## config.mk

```make
export PLATFORM = sky130hd
export DESIGN_NAME = pipe_hazard_ctrl
export DESIGN_NICKNAME = d
export VERILOG_FILES = /design/src/rtl/pipe_hazard_ctrl_pkg.sv /design/src/rtl/pipe_hazard_ctrl_timer.sv /design/src/rtl/pipe_hazard_ctrl.sv
export SDC_FILE = /design/constraint.sdc
export NUM_CORES = 1
export LEC_CHECK = 0
export ABC_AREA = 1
export CELL_PAD_IN_SITES_DETAIL_PLACEMENT = 1
export CELL_PAD_IN_SITES_GLOBAL_PLACEMENT = 1
export CORE_UTILIZATION = 39
export CTS_CLUSTER_DIAMETER = 40
export DETAILED_ROUTE_END_ITERATION = 8
export DONT_BUFFER_PORTS = 1
export PLACE_DENSITY_LB_ADDON = 0.25
export SETUP_SLACK_MARGIN = 0.15
export SLEW_MARGIN = 5
export SYNTH_ARGS = -nofsm -noshare
export SYNTH_HDL_FRONTEND = slang
export SYNTH_SLANG_ARGS = --single-unit
export TNS_END_PERCENT = 20
```

## constraint.sdc

```tcl
create_clock -name clk -period 1.55 [get_ports clk]
set_input_delay 0 -clock clk [delete_from_list [all_inputs] [get_ports clk]]
set_output_delay 0 -clock clk [all_outputs]
set_load 0.01 [all_outputs]
```

## src/rtl/pipe_hazard_ctrl_pkg.sv

```systemverilog
// Shared pipeline-control types: flush select and mul/div sequencer state.
// Latency: none (types only).
// Backpressure: not applicable.
package common;

    typedef enum logic {
        RESET_CONTINUE = 1'b0,
        RESET_RESET    = 1'b1
    } reset_t;

    typedef enum logic {
        S_RUN = 1'b0,
        S_MC  = 1'b1
    } mc_state_t;

endpackage

```

## src/rtl/pipe_hazard_ctrl_timer.sv

```systemverilog
// Multi-cycle EX latency timer: holds EX for lat_m1+1 cycles, then flags done.
// Latency: done asserts lat_m1+1 cycles after start.
// Backpressure: hold keeps the done cycle alive; the countdown itself never pauses.
module mc_latency_timer
    import common::*;
#(
    parameter int CNT_W = 7
) (
    input  logic             clk,
    input  logic             reset,
    input  logic             start,
    input  logic [CNT_W-1:0] lat_m1,
    input  logic             hold,
    output logic             waiting,
    output logic             done
);

    mc_state_t        state, state_nxt;
    logic [CNT_W-1:0] cnt, cnt_nxt;

    always_ff @(posedge clk) begin
        if (reset) begin
            state <= S_RUN;
            cnt   <= '0;
        end else begin
            state <= state_nxt;
            cnt   <= cnt_nxt;
        end
    end

    always_comb begin
        state_nxt = state;
        cnt_nxt   = cnt;
        waiting   = 1'b0;
        done      = 1'b0;
        case (state)
            S_RUN: begin
                waiting = start;
                // A stalled data access keeps the instruction out of EX proper
                if (start && !hold) begin
                    cnt_nxt   = lat_m1;
                    state_nxt = S_MC;
                end
            end
            S_MC: begin
                if (cnt != '0) begin
                    waiting = 1'b1;
                    cnt_nxt = cnt - 1'b1;
                end else begin
                    done = 1'b1;
                    if (!hold) state_nxt = S_RUN;
                end
            end
            default: state_nxt = S_RUN;
        endcase
    end

endmodule

```

## src/rtl/pipe_hazard_ctrl.sv

```systemverilog
// Stall/flush sequencer for IF/ID and ID/EX; optional perf counters via PIPE_HAZARD_PERF_EN.
// Latency: all controls combinational from inputs; redirect_pending adds one registered bit.
// Backpressure: Dwait and mul/div occupancy freeze the front end, outranking redirect and load-use.
module pipe_hazard_ctrl
    import common::*;
#(
    parameter int MUL_LAT = 3,
    parameter int DIV_LAT = 64,
    parameter int CNT_W   = 7
) (
    input  logic       clk,
    input  logic       reset,
    input  logic       Iwait,
    input  logic       Dwait,
    input  logic [4:0] id_rs1,
    input  logic [4:0] id_rs2,
    input  logic       id_use_rs1,
    input  logic       id_use_rs2,
    input  logic       ex_valid,
    input  logic [4:0] ex_dst,
    input  logic       ex_regwrite,
    input  logic       ex_is_load,
    input  logic       ex_mc_start,
    input  logic       ex_mc_is_div,
    input  logic       redirect,
`ifdef PIPE_HAZARD_PERF_EN
    output logic [63:0] perf_stall_cycles,
    output logic [63:0] perf_flush_cnt,
`endif
    output logic       stall_IF,
    output logic       stall_ID,
    output reset_t     reset_IF_ID,
    output reset_t     reset_ID_EX,
    output logic       exe_is_waiting,
    output logic       mc_done
);

    localparam logic [CNT_W-1:0] MUL_M1 = CNT_W'(MUL_LAT - 1);
    localparam logic [CNT_W-1:0] DIV_M1 = CNT_W'(DIV_LAT - 1);

    logic             mc_waiting, mc_fin;
    logic [CNT_W-1:0] lat_m1;
    logic             load_use;
    logic             redirect_pending;

    assign lat_m1 = ex_mc_is_div ? DIV_M1 : MUL_M1;

    mc_latency_timer #(.CNT_W(CNT_W)) u_timer (
        .clk     (clk),
        .reset   (reset),
        .start   (ex_valid & ex_mc_start),
        .lat_m1  (lat_m1),
        .hold    (Dwait),
        .waiting (mc_waiting),
        .done    (mc_fin)
    );

    assign exe_is_waiting = !reset && mc_waiting;
    assign mc_done        = !reset && mc_fin;

    assign load_use = ex_valid && ex_is_load && ex_regwrite && (ex_dst != 5'd0) &&
                      ((id_use_rs1 && (id_rs1 == ex_dst)) ||
                       (id_use_rs2 && (id_rs2 == ex_dst)));

    always_comb begin
        stall_IF    = 1'b0;
        stall_ID    = 1'b0;
        reset_IF_ID = RESET_CONTINUE;
        reset_ID_EX = RESET_CONTINUE;
        if (reset) begin
            reset_IF_ID = RESET_RESET;
            reset_ID_EX = RESET_RESET;
        end else begin
            if (Dwait || exe_is_waiting) begin
                stall_IF = 1'b1;
                stall_ID = 1'b1;
            end else if (redirect) begin
                reset_IF_ID = RESET_RESET;
                reset_ID_EX = RESET_RESET;
            end else if (load_use) begin
                stall_IF    = 1'b1;
                stall_ID    = 1'b1;
                reset_ID_EX = RESET_RESET;
            end else if (Iwait) begin
                stall_IF    = 1'b1;
                reset_IF_ID = RESET_RESET;
            end
            // The fetch outstanding at redirect time is wrong-path; squash it on arrival
            if (redirect_pending) reset_IF_ID = RESET_RESET;
        end
    end

    always_ff @(posedge clk) begin
        if (reset)
            redirect_pending <= 1'b0;
        else if (redirect && !exe_is_waiting && Iwait)
            redirect_pending <= 1'b1;
        else if (!Iwait)
            redirect_pending <= 1'b0;
    end

`ifdef PIPE_HAZARD_PERF_EN
    always_ff @(posedge clk) begin
        if (reset) begin
            perf_stall_cycles <= '0;
            perf_flush_cnt    <= '0;
        end else begin
            if (stall_IF) perf_stall_cycles <= perf_stall_cycles + 64'd1;
            if (redirect && !exe_is_waiting) perf_flush_cnt <= perf_flush_cnt + 64'd1;
        end
    end
`endif

endmodule

```

==> impl_results.md, run 1 <==
- Required @ worst endpoint: 1.55 ns
- Count of warnings emitted by yosys: 0
- Fin util: 0.5105
- Worst slack at placement: 0.1709 ns
- WHS: 0.02501 ns
- Leading area contributor after synthesis: dfxtp_1
- Global Route Usage Sum: 0.2292
- Final critical-path required period: 1.469 ns
- Flops & latches, synth: 9
- Die boundary width: 49.02 um
- Type of origin of the critical path: flip-flop
- Pleak: 0.5276 nW
- CTS tree: built
- Residual DRC count: 0
- Net count after synthesis: 180
- Placed Instances: 177
- Post-detailed-route via-to-cell ratio: 5.198
- Reg2Reg Setup Slack: 0.10 ns
- Final hold vios: 0
- Reg2Reg Depth: 9
- CP arrival: 1.47 ns
- Unrepaired setup endpoints after global routing: yes
- Normalized max-slew margin: 0.7928
- Hold_sp: reset
- Total power: 742.5 uW
- Reg2reg start: u_timer.cnt[0]
- Hpwl dp: 1.732 mm
- CTS HTree Levels: 1
- Max Freq: 0.6809 GHz
- Met2 routed WL: 1.393 mm
- Synth cell types: 22
- Fin Clk Skew: 0.001225 ns
- Post-Syn Area: 862.1 um^2
- Area share of the largest cell type after synthesis: 0.2090
- Max-slew violations: 0
- Design area: 0.001032 mm^2
- Clock slew at reported path FFs: 0.06 ns
- Ranking of synthesized cells by area: dfxtp_1 (21%), nand2_1 (20%), inv_1 (11%), nor2_1 (11%), a21oi_1 (5.2%)
- RePlAce Congestion: 0.7427
- Met3 WL: 131 um
- Worst Path Max Fanout: 3
- Hold/Removal Path Class: input port to output pin
- Top Ports: 33
- Largest net degree at the start of global routing: 11
- Worst hold path depth: 1
- Hold Crit Endpoint: mc_done
- Initial core utilization: 0.4264
- Diode count: 0
- WS Path Type: flip-flop to output pin
- Via count: 972
- Slew @ Worst Pin: 0.3098 ns
- DRT iter0 DRCs: 11
- VDD IR max: 562.6 uV
- Initial antenna violation count: 0
- Drt pass-1 iters: 4
- Clk Tree Root Cell: clkbuf_4
- Status: completed
- Final net count: 190
- Final setup violating endpoints: 0
- Die area: 0.002402 mm^2
- Area grow syn2layout: 19.74%
- CP endpoint kind: output pin
- Port Buf Inserts: 0
- Clock Path Buffers: 2
- Clk sinks: 9
- Final WS setup: 0.08140 ns
- Cell row count: 16
- Vias in the first global route: 1018
- Routed len/inst: 14.02 um
- Worst R2R End: u_timer.cnt[4]
- Layout cell share with drive strength beyond 1: 0.2250
- Num CTS Buffers: 3
- Wl on met1: 1.063 mm
- Max Cap Viol: 0
- Sequential-to-total area share from yosys stat: 0.2090
- Antenna Nets Post-Route: 0
- Layout Cells excl Fill: 187
- Avg Cell Area, Syn: 5.709 um^2
- Die height: 49.02 um
- First-pass GRT wire length: 4.243 mm
- Grt ovf: 0
- Fin crit share: 0.9475
- Post-Syn Instances: 151
- Post-Place Cell Area: 890.9 um^2
- CORE AREA: 0.002022 mm^2
- Clk_lat worst skew: 0.27 ns
- Routed wire length: 2.621 mm
- Final setup TNS: 0 ns
- PD cells: 719.3 mW/mm^2
- DR top layer: met4
worst max-delay path, stage by stage, from the launching register on:
cell and delay, ns:
dfxtp_2 0.34, inv_2 0.05, ha_4 0.16, nand3_4 0.06, nor2_4 0.04, nor3_4 0.25
nor2_4 0.07, nand2_2 0.07, nand2_2 0.06, nand2_2 0.08
cell usage in the layout, fill, tap and decap left out, drive strengths merged:
master / netlist / layout
o21bai: 1 / 1
bufinv: 1 / 1
nor3: 2 / 2
clkbuf: 0 / 4
dfxtp: 9 / 9
nand2: 47 / 47
nand3: 10 / 10
buf: 1 / 3
a21oi: 10 / 10
or2: 2 / 2
nor2: 29 / 29
dlygate4sd3: 0 / 3
xnor2: 1 / 1
o21ai: 8 / 8
inv: 27 / 27
ha: 2 / 2
nand4: 1 / 1
flip-flops by register name, summed over array words and instances (netlist names):
name / cells
u_timer.state: 1
redirect_pending: 1
u_timer.cnt: 7
worst max-delay path by stage:
stage,end,startpoint,slack [ns]
2_1_floorplan,redirect_pending,u_timer.cnt[0],0.32
3_3_place_gp,u_timer.cnt[2],u_timer.cnt[0],0.25
3_5_place_dp,u_timer.cnt[2],u_timer.cnt[0],0.17
4_1_cts,stall_IF,u_timer.cnt[0],-0.006
5_1_grt,stall_IF,u_timer.cnt[0],-0.01
6_report,stall_IF,u_timer.cnt[0],0.08
logic make-up after synthesis:
logic type / Yosys count / synth area share
AO/OA/AOI/OAI: 19 / 0.1176
XOR/XNOR: 1 / 0.01016
adder cells (fa/ha/maj): 2 / 0.02902
buffers and inverters: 29 / 0.1437
flip-flops: 9 / 0.2090
AND/OR/NAND/NOR: 91 / 0.4906
Yosys cell counts:
cell type,count
o21ai_0,8
nand2_4,1
nor3_1,1
or2_2,1
xnor2_1,1
a21oi_1,9
bufinv_8,1
or2_1,1
nor2_4,4
inv_1,26
inv_2,1
nor2_1,25
o21bai_1,1
nand4_1,1
nand2_1,46
buf_2,1
a21oi_2,1
nand3_2,2
ha_1,2
nor3_4,1
nand3_1,8
dfxtp_1,9
report_power, final:
part	leakage, nW	internal (mW)	total (mW)	switching, mW
registers	0.0762	0.254	0.276	0.0222
clock network	0.0150	0.0998	0.192	0.0919
logic	0.436	0.109	0.275	0.166
total	0.528	0.462	0.742	0.280
final cells by class:
type | count | area (um^2)
fill | 291 | 989.7
multi-input combinational | 113 | 613.1
sequential | 9 | 187.7
inverter | 28 | 118.9
timing repair buffer | 6 | 52.55
tap | 27 | 33.78
clock buffer | 4 | 26.28
routing by layer:
layer,vias to the layer above,track usage
li1,479,-
met1,457,0.2633
met2,32,0.4236
met4,0,0.04412
met5,-,0
met3,4,0.05919
timing repair:
item | in CTS | in global routing
endpoints found under the setup margin | 5 | 12
pin swaps | 8 | 10
hold buffers | 3 | 0
gates resized for setup | 15 | 7
setup buffers | 3 | 0
endpoints found under the hold margin | 3 | 0
(Power assumes the default switching activity.)
==> run 2: changes to the inputs <==
Settings changed: CELL_PAD_IN_SITES_DETAIL_PLACEMENT 1 to default, CELL_PAD_IN_SITES_GLOBAL_PLACEMENT 1 to default, CORE_UTILIZATION 39 to 45, PLACE_DENSITY from default to 0.72, PLACE_DENSITY_LB_ADDON 0.25 to default.
==> run 2 against run 1 <==
Compared with the run above: final cell count shrank 1.1%; total power shrank 6.4%; via count fell by 6.5%; largest power group unchanged; die area fell by 13%; critical path depth stayed put; clock power shrank 6%; sequential share of layout area rose by 0.40 points; largest cell class unchanged; highest routed layer unchanged; clock-buffer cell count stayed put; cell area decreased by 2.8%; worst setup slack gained 0.036 ns.
==> impl_results.md, run 2 (synthesis results as in run 1) <==
- PD cells: 692.3 mW/mm^2 (-3.8%)
- Pleak: 0.5253 nW (-0.44%)
- Max reg flops: 7 (unchanged)
- Required @ worst endpoint: 1.55 ns (about the same)
- Clock Path Buffers: 2 (unchanged)
- Design area: 0.001003 mm^2 (-2.8%)
- RePlAce Congestion: 0.8526 (+15%)
- Reg2Reg Setup Slack: 0.18 ns (+0.08 ns)
- Layout cell share with drive strength beyond 1: 0.1875 (-0.03750)
- Num CTS Buffers: 3 (unchanged)
- Clock slew at reported path FFs: 0.06 ns (about the same)
- WS Path Type: flip-flop to output pin
- Routed wire length: 1.829 mm (-30%)
- Register bank with the most flops: u_timer.cnt
- Final critical-path required period: 1.433 ns (-0.03594 ns)
- Unrepaired setup endpoints after global routing: yes
- CORE AREA: 0.001764 mm^2 (-13%)
- Worst hold path depth: 4 (+3)
- CTS HTree Levels: 1 (unchanged)
- Top Ports: 33 (unchanged)
- Via count: 909 (-6.5%)
- Initial core utilization: 0.4887 (+0.06229)
- Critical Path Start: u_timer.cnt[0]
- Diode count: 0 (unchanged)
- Grt ovf: 0 (unchanged)
- Antenna Nets Post-Route: 0 (unchanged)
- Worst R2R End: u_timer.cnt[0]
- DRT iter0 DRCs: 18 (+7)
- VDD IR max: 599.8 uV (+6.6%)
- Largest registers: u_timer.cnt: 7 flops, redirect_pending: 1 flops, u_timer.state: 1 flops
- Most frequent cells in the layout: nand2_1 (43), nor2_1 (25), inv_1 (23), a21oi_1 (9)
- Final setup violating endpoints: 0 (unchanged)
- CP arrival: 1.43 ns (-0.04 ns)
- Sequential cell area: 186.4 um^2 (-0.67%)
- Critical Path End: stall_IF
- Normalized max-slew margin: 0.7928 (about the same)
- Worst Path Max Fanout: 3 (unchanged)
- Post-Place Cell Area: 888.4 um^2 (-0.28%)
- Clk sinks: 9 (unchanged)
- Vias in the first global route: 853 (-16%)
- Multi-input logic area: 585.6 um^2 (-4.5%)
- Hpwl dp: 1.430 mm (-17%)
- Max-slew violations: 0 (unchanged)
- Clk_lat worst skew: 0.26 ns (about the same)
- Fin Clk Skew: 0.003945 ns (+0.002720 ns)
- Residual DRC count: 0 (unchanged)
- Max Cap Viol: 0 (unchanged)
- Final hold vios: 0 (unchanged)
- Initial antenna violation count: 0 (unchanged)
- Port Buf Inserts: 0 (unchanged)
- Fillers: 187 (-36%)
- Fin crit share: 0.9243 (-0.02319)
- Cell row count: 15 (-1)
- Status: completed
- Largest net degree at the start of global routing: 11 (unchanged)
- Type of origin of the critical path: flip-flop
- Reg2reg start: u_timer.cnt[0]
- Drt pass-1 iters: 4 (unchanged)
- Die area: 0.002095 mm^2 (-13%)
- Clk Tree Root Cell: clkbuf_4
- Post-detailed-route via-to-cell ratio: 4.914 (-5.5%)
- Slew @ Worst Pin: 0.3098 ns (+0.00002289 ns)
- Reg2Reg Depth: 9 (unchanged)
- Final setup TNS: 0 ns (unchanged)
- Die boundary width: 45.77 um (-6.6%)
- Final net count: 190 (unchanged)
- Routed len/inst: 9.886 um (-29%)
- CP endpoint kind: output pin
- CTS tree: built
- Die height: 45.77 um (-6.6%)
- Area grow syn2layout: 16.40%
- Most common cell after layout, fill and taps aside: nand2_1
- Global Route Usage Sum: 0.2036 (-0.02561)
- Max Freq: 0.6980 GHz (+2.5%)
- Hold/Removal Path Class: input port to flip-flop
- First-pass GRT wire length: 3.111 mm (-27%)
-- run 2: where the power goes --
| group | total [mW] | switching [mW] | internal, mW | leakage (nW) |
|---|---|---|---|---|
| Sequential | 0.275 | 0.0213 | 0.254 | 0.0759 |
| Clock | 0.180 | 0.0811 | 0.0992 | 0.0150 |
| Combinational | 0.240 | 0.137 | 0.102 | 0.434 |
-- run 2: timing repair --
item | 4_1_cts | 5_1_grt
pin swaps | 8 | 4
resized for setup | 12 | 3
endpoints found under the setup margin | 5 | 9
buffers inserted | 2 | 1
hold endpoints to repair | 3 | 0
gates cloned | 0 | 0
hold buffers | 3 | 0
-- run 2: area by class of cell --
| class | count | share of cell area |
|---|---|---|
| Clock buffer | 4 | 0.02618 |
| Timing Repair Buffer | 6 | 0.05237 |
| Tap cell | 25 | 0.03117 |
| Inverter | 28 | 0.1209 |
| Sequential cell | 9 | 0.1858 |
| Multi-Input combinational cell | 113 | 0.5835 |
-- run 2: critical path, cell delays in order (launching register included) --
cell and delay [ns]:
dfxtp_2 0.35, inv_4 0.04, ha_4 0.16, nand3_4 0.06, nor2_4 0.04, nor3_4 0.25
nor2_4 0.06, nand2_2 0.06, nand2_2 0.06, nand2_2 0.08
-- run 2: how the worst min path moves through the flow --
stage               slack, ns          endpoint  startpoint
floorplan                0.04    exe_is_waiting       reset
global placement         0.04    exe_is_waiting       reset
detailed placement       0.04    exe_is_waiting       reset
CTS                     0.003  redirect_pending       reset
global route             0.04    exe_is_waiting       reset
finish                  0.008  redirect_pending       reset
-- run 2: routing by layer --
layer / vias to the layer above / track usage / routed length (um)
li1: 481 / - / -
met1: 391 / 0.2284 / 781
met2: 28 / 0.3657 / 885
met3: 9 / 0.01587 / 103
met4: 0 / 0.1294 / 59
met5: - / 0 / 0
-- run 2: per-stage QoR --
step	total power [mW]	util	std cells	hold slack [ns]	worst slack, ns
after global routing	0.7428	0.5688	185	0.04147	0.06762
after global placement	0.4806	0.5035	175	0.04017	0.2445
after detailed placement	0.4849	0.5035	175	0.04048	0.1658
after CTS	0.6961	0.5617	184	0.002793	0.004556
after floorplan	0.4523	-	151	0.03518	0.3157
final	0.6947	0.5688	185	0.008047	0.1173
==> run 3: changes to the inputs <==
Settings changed: CORE_MARGIN from default to 2, PLACE_DENSITY 0.72 to default.
==> run 3 against run 2 <==
Compared with the run above: global-route usage fell by 1.8 points; hold slack barely moved; fmax fell by 0.63%; register-to-register slack got worse by 0.05 ns; clock skew fell by 0.0016 ns; die area rose by 8.9%; critical path type unchanged; non-clock buffer count rose by 1; via count fell by 1.2%; final cell count rose by 0.54%; largest cell class unchanged; core utilization rose by 1.3 points; wire length rose by 2.5%.
==> impl_results.md, run 3 (synthesis results as in run 1) <==
- Status: completed
- Worst Path Max Fanout: 3 (unchanged)
- Met2 Use GR: 0.3013 (-0.06438)
- Final hold vios: 0 (unchanged)
- CORE AREA: 0.001764 mm^2 (unchanged)
- Cell Chain, Critical Path: inv_2, ha_4, nand3_4, nor2_4, nor3_4, nor2_4, nand2_2, nand2_2, nand2_2
- Routed len/inst: 10.08 um (+2.0%)
- Met1 Resource Use GR: 0.2285 (about the same)
- CP endpoint kind: output pin
- WS Path Type: flip-flop to output pin
- Reg2reg start: u_timer.cnt[0]
- Critical Path Max Stage Delay: 0.33 ns (-0.02 ns)
- Sequential cell area: 185.2 um^2 (-0.67%)
- Worst R2R End: u_timer.cnt[4]
- Comb power frac: 0.352 (+0.007)
- Post-Place Cell Area: 888.4 um^2 (unchanged)
- Clk Tree Root Cell: clkbuf_4
- PD cells: 692.2 mW/mm^2 (about the same)
- Multi-input logic area: 605.6 um^2 (+3.4%)
- Max reg flops: 7 (unchanged)
- RePlAce Congestion: 0.8718 (+2.3%)
- Reg2Reg Setup Slack: 0.13 ns (-0.05 ns)
- Max Cap Viol: 0 (unchanged)
- Most common cell after layout, fill and taps aside: nand2_1
- M3 GR Usage: 0.09434 (+0.07847)
- Reg2Reg Depth: 9 (unchanged)
- Initial antenna violation count: 0 (unchanged)
- CTS tree: built
- Residual DRC count: 0 (unchanged)
- Hpwl dp: 1.432 mm (+0.14%)
- Required @ worst endpoint: 1.55 ns (about the same)
- Global Route Usage Sum: 0.1852 (-0.01844)
- Die area: 0.002282 mm^2 (+8.9%)
- DRT iter0 DRCs: 20 (+2)
- Register share of total power: 0.385 (-0.011)
- Worst slack at placement: 0.1734 ns (+0.007585 ns)
- VDD IR max: 604.1 uV (+0.72%)
- Normalized max-slew margin: 0.7998 (+0.007023)
- Hold/Removal Path Class: input port to flip-flop
- GR peak layer: met2
- Die height: 47.77 um (+4.4%)
- Cell row count: 15 (unchanged)
- Fin crit share: 0.9301 (+0.005835)
- Max Freq: 0.6936 GHz (-0.63%)
- Placed Instances: 175 (unchanged)
- Fin Clk Skew: 0.002324 ns (-0.001621 ns)
- Pleak: 0.5301 nW (+0.91%)
- Final WS setup: 0.1083 ns (-0.009044 ns)
- Routed wire length: 1.875 mm (+2.5%)
- Layout cell share with drive strength beyond 1: 0.2236 (+0.03610)
- Top Ports: 33 (unchanged)
- Hold Crit Endpoint: redirect_pending
- Layout Cells excl Fill: 186 (+0.54%)
- CP arrival: 1.44 ns (about the same)
- Type of origin of the critical path: flip-flop
- Vias in the first global route: 766 (-10%)
- Design area: 0.001027 mm^2 (+2.4%)
- Clock power frac: 0.263 (+0.004)
- Final setup violating endpoints: 0 (unchanged)
- First-pass GRT wire length: 2.967 mm (-4.6%)
- Fillers: 193 (+3.2%)
- Clk_lat worst skew: 0.26 ns (about the same)
- Final critical-path required period: 1.442 ns (+0.009044 ns)
- Register bank with the most flops: u_timer.cnt
- Slowest cell on crit path: dfxtp_2
- Post-detailed-route via-to-cell ratio: 4.828 (-1.7%)
- Antenna Nets Post-Route: 0 (unchanged)
- Largest registers: u_timer.cnt: 7 flops, redirect_pending: 1 flops, u_timer.state: 1 flops
- Final net count: 191 (+0.53%)
- Max-slew violations: 0 (unchanged)
- Hold_sp: reset
- Most frequent cells in the layout: nand2_1 (42), inv_1 (23), nor2_1 (23), o21ai_0 (8)
- Int Power: 457.8 uW (+0.59%)
- WHS: 0.007917 ns (-0.0001300 ns)
- Worst hold path depth: 4 (unchanged)
- CTS HTree Levels: 1 (unchanged)
- Via count: 898 (-1.2%)
- CP bufs+invs: 1 (unchanged)
- Largest net degree at the start of global routing: 11 (unchanged)
- Initial core utilization: 0.4887 (unchanged)
- Diode count: 0 (unchanged)
- Slew @ Worst Pin: 0.2993 ns (-0.01050 ns)
- Area grow syn2layout: 19.16%
- Die boundary width: 47.77 um (+4.4%)
- Clock Path Buffers: 2 (unchanged)
- Sw power: 253.2 uW (+5.7%)
- Port Buf Inserts: 0 (unchanged)
- Grt ovf: 0 (unchanged)
- CP delay by family, top: simple AND/OR/NAND/NOR gates
- Clock slew at reported path FFs: 0.06 ns (about the same)
- Num CTS Buffers: 3 (unchanged)
- Drt pass-1 iters: 4 (unchanged)
- Clk sinks: 9 (unchanged)
- Switching Fraction: 0.3561 (+0.01130)
- CP most frequent cell: nand2_2
- Unrepaired setup endpoints after global routing: yes
run 3: worst max path at each step:
stage	startpoint	endpoint	slack, ns	depth (start not counted)
after global routing	u_timer.cnt[0]	stall_IF	-0.008	9
after detailed placement	u_timer.cnt[0]	u_timer.cnt[4]	0.17	8
final	u_timer.cnt[0]	stall_IF	0.11	9
after CTS	u_timer.cnt[0]	stall_IF	-0.001	9
after global placement	u_timer.cnt[0]	u_timer.cnt[3]	0.24	8
after floorplan	u_timer.cnt[0]	redirect_pending	0.32	8
run 3: worst reg2reg max path: stages, from the launching register on:
cell and delay (ns):
dfxtp_2 0.33, inv_2 0.05, ha_4 0.16, nand3_4 0.08
nor2_4 0.04, buf_4 0.14, nor2_4 0.24, nand2_4 0.11
a21oi_2 0.11, nor2_1 0.06
run 3: area by class of cell:
type                            instances  share of cell area
Inverter                               28              0.1157
Tap cell                               25             0.03045
Clock buffer                            4             0.02558
Sequential cell                         9              0.1803
Timing Repair Buffer                    7             0.05847
Multi-Input combinational cell        113              0.5895
run 3: layer usage:
layer  vias to the layer above  share of wire
li1                        483              -
met1                       390           0.44
met2                        25           0.48
met3                         0          0.075
met4                         0              0
met5                         -              0
run 3: power groups by stage:
stage	Combinational [mW]	Clock, mW	Sequential [mW]
floorplan	0.184	0	0.268
global placement	0.209	0	0.274
detailed placement	0.210	0	0.274
CTS	0.243	0.190	0.272
global route	0.286	0.206	0.276
finish	0.251	0.187	0.274
run 3: timing repair:
action / CTS / global route
gates resized for setup: 11 / 8
buffers inserted: 4 / 0
hold buffers: 3 / 0
hold endpoints to repair: 3 / 0
pin swaps: 6 / 8
endpoints found under the setup margin: 5 / 12
run 3: through the flow:
step	power, mW	setup TNS (ns)	utilization
floorplan	0.4523	0	-
global placement	0.4830	0	0.5035
detailed placement	0.4839	0	0.5035
CTS	0.7054	-0.001172	0.5695
global route	0.7682	-0.007843	0.5823
finish	0.7110	0	0.5823
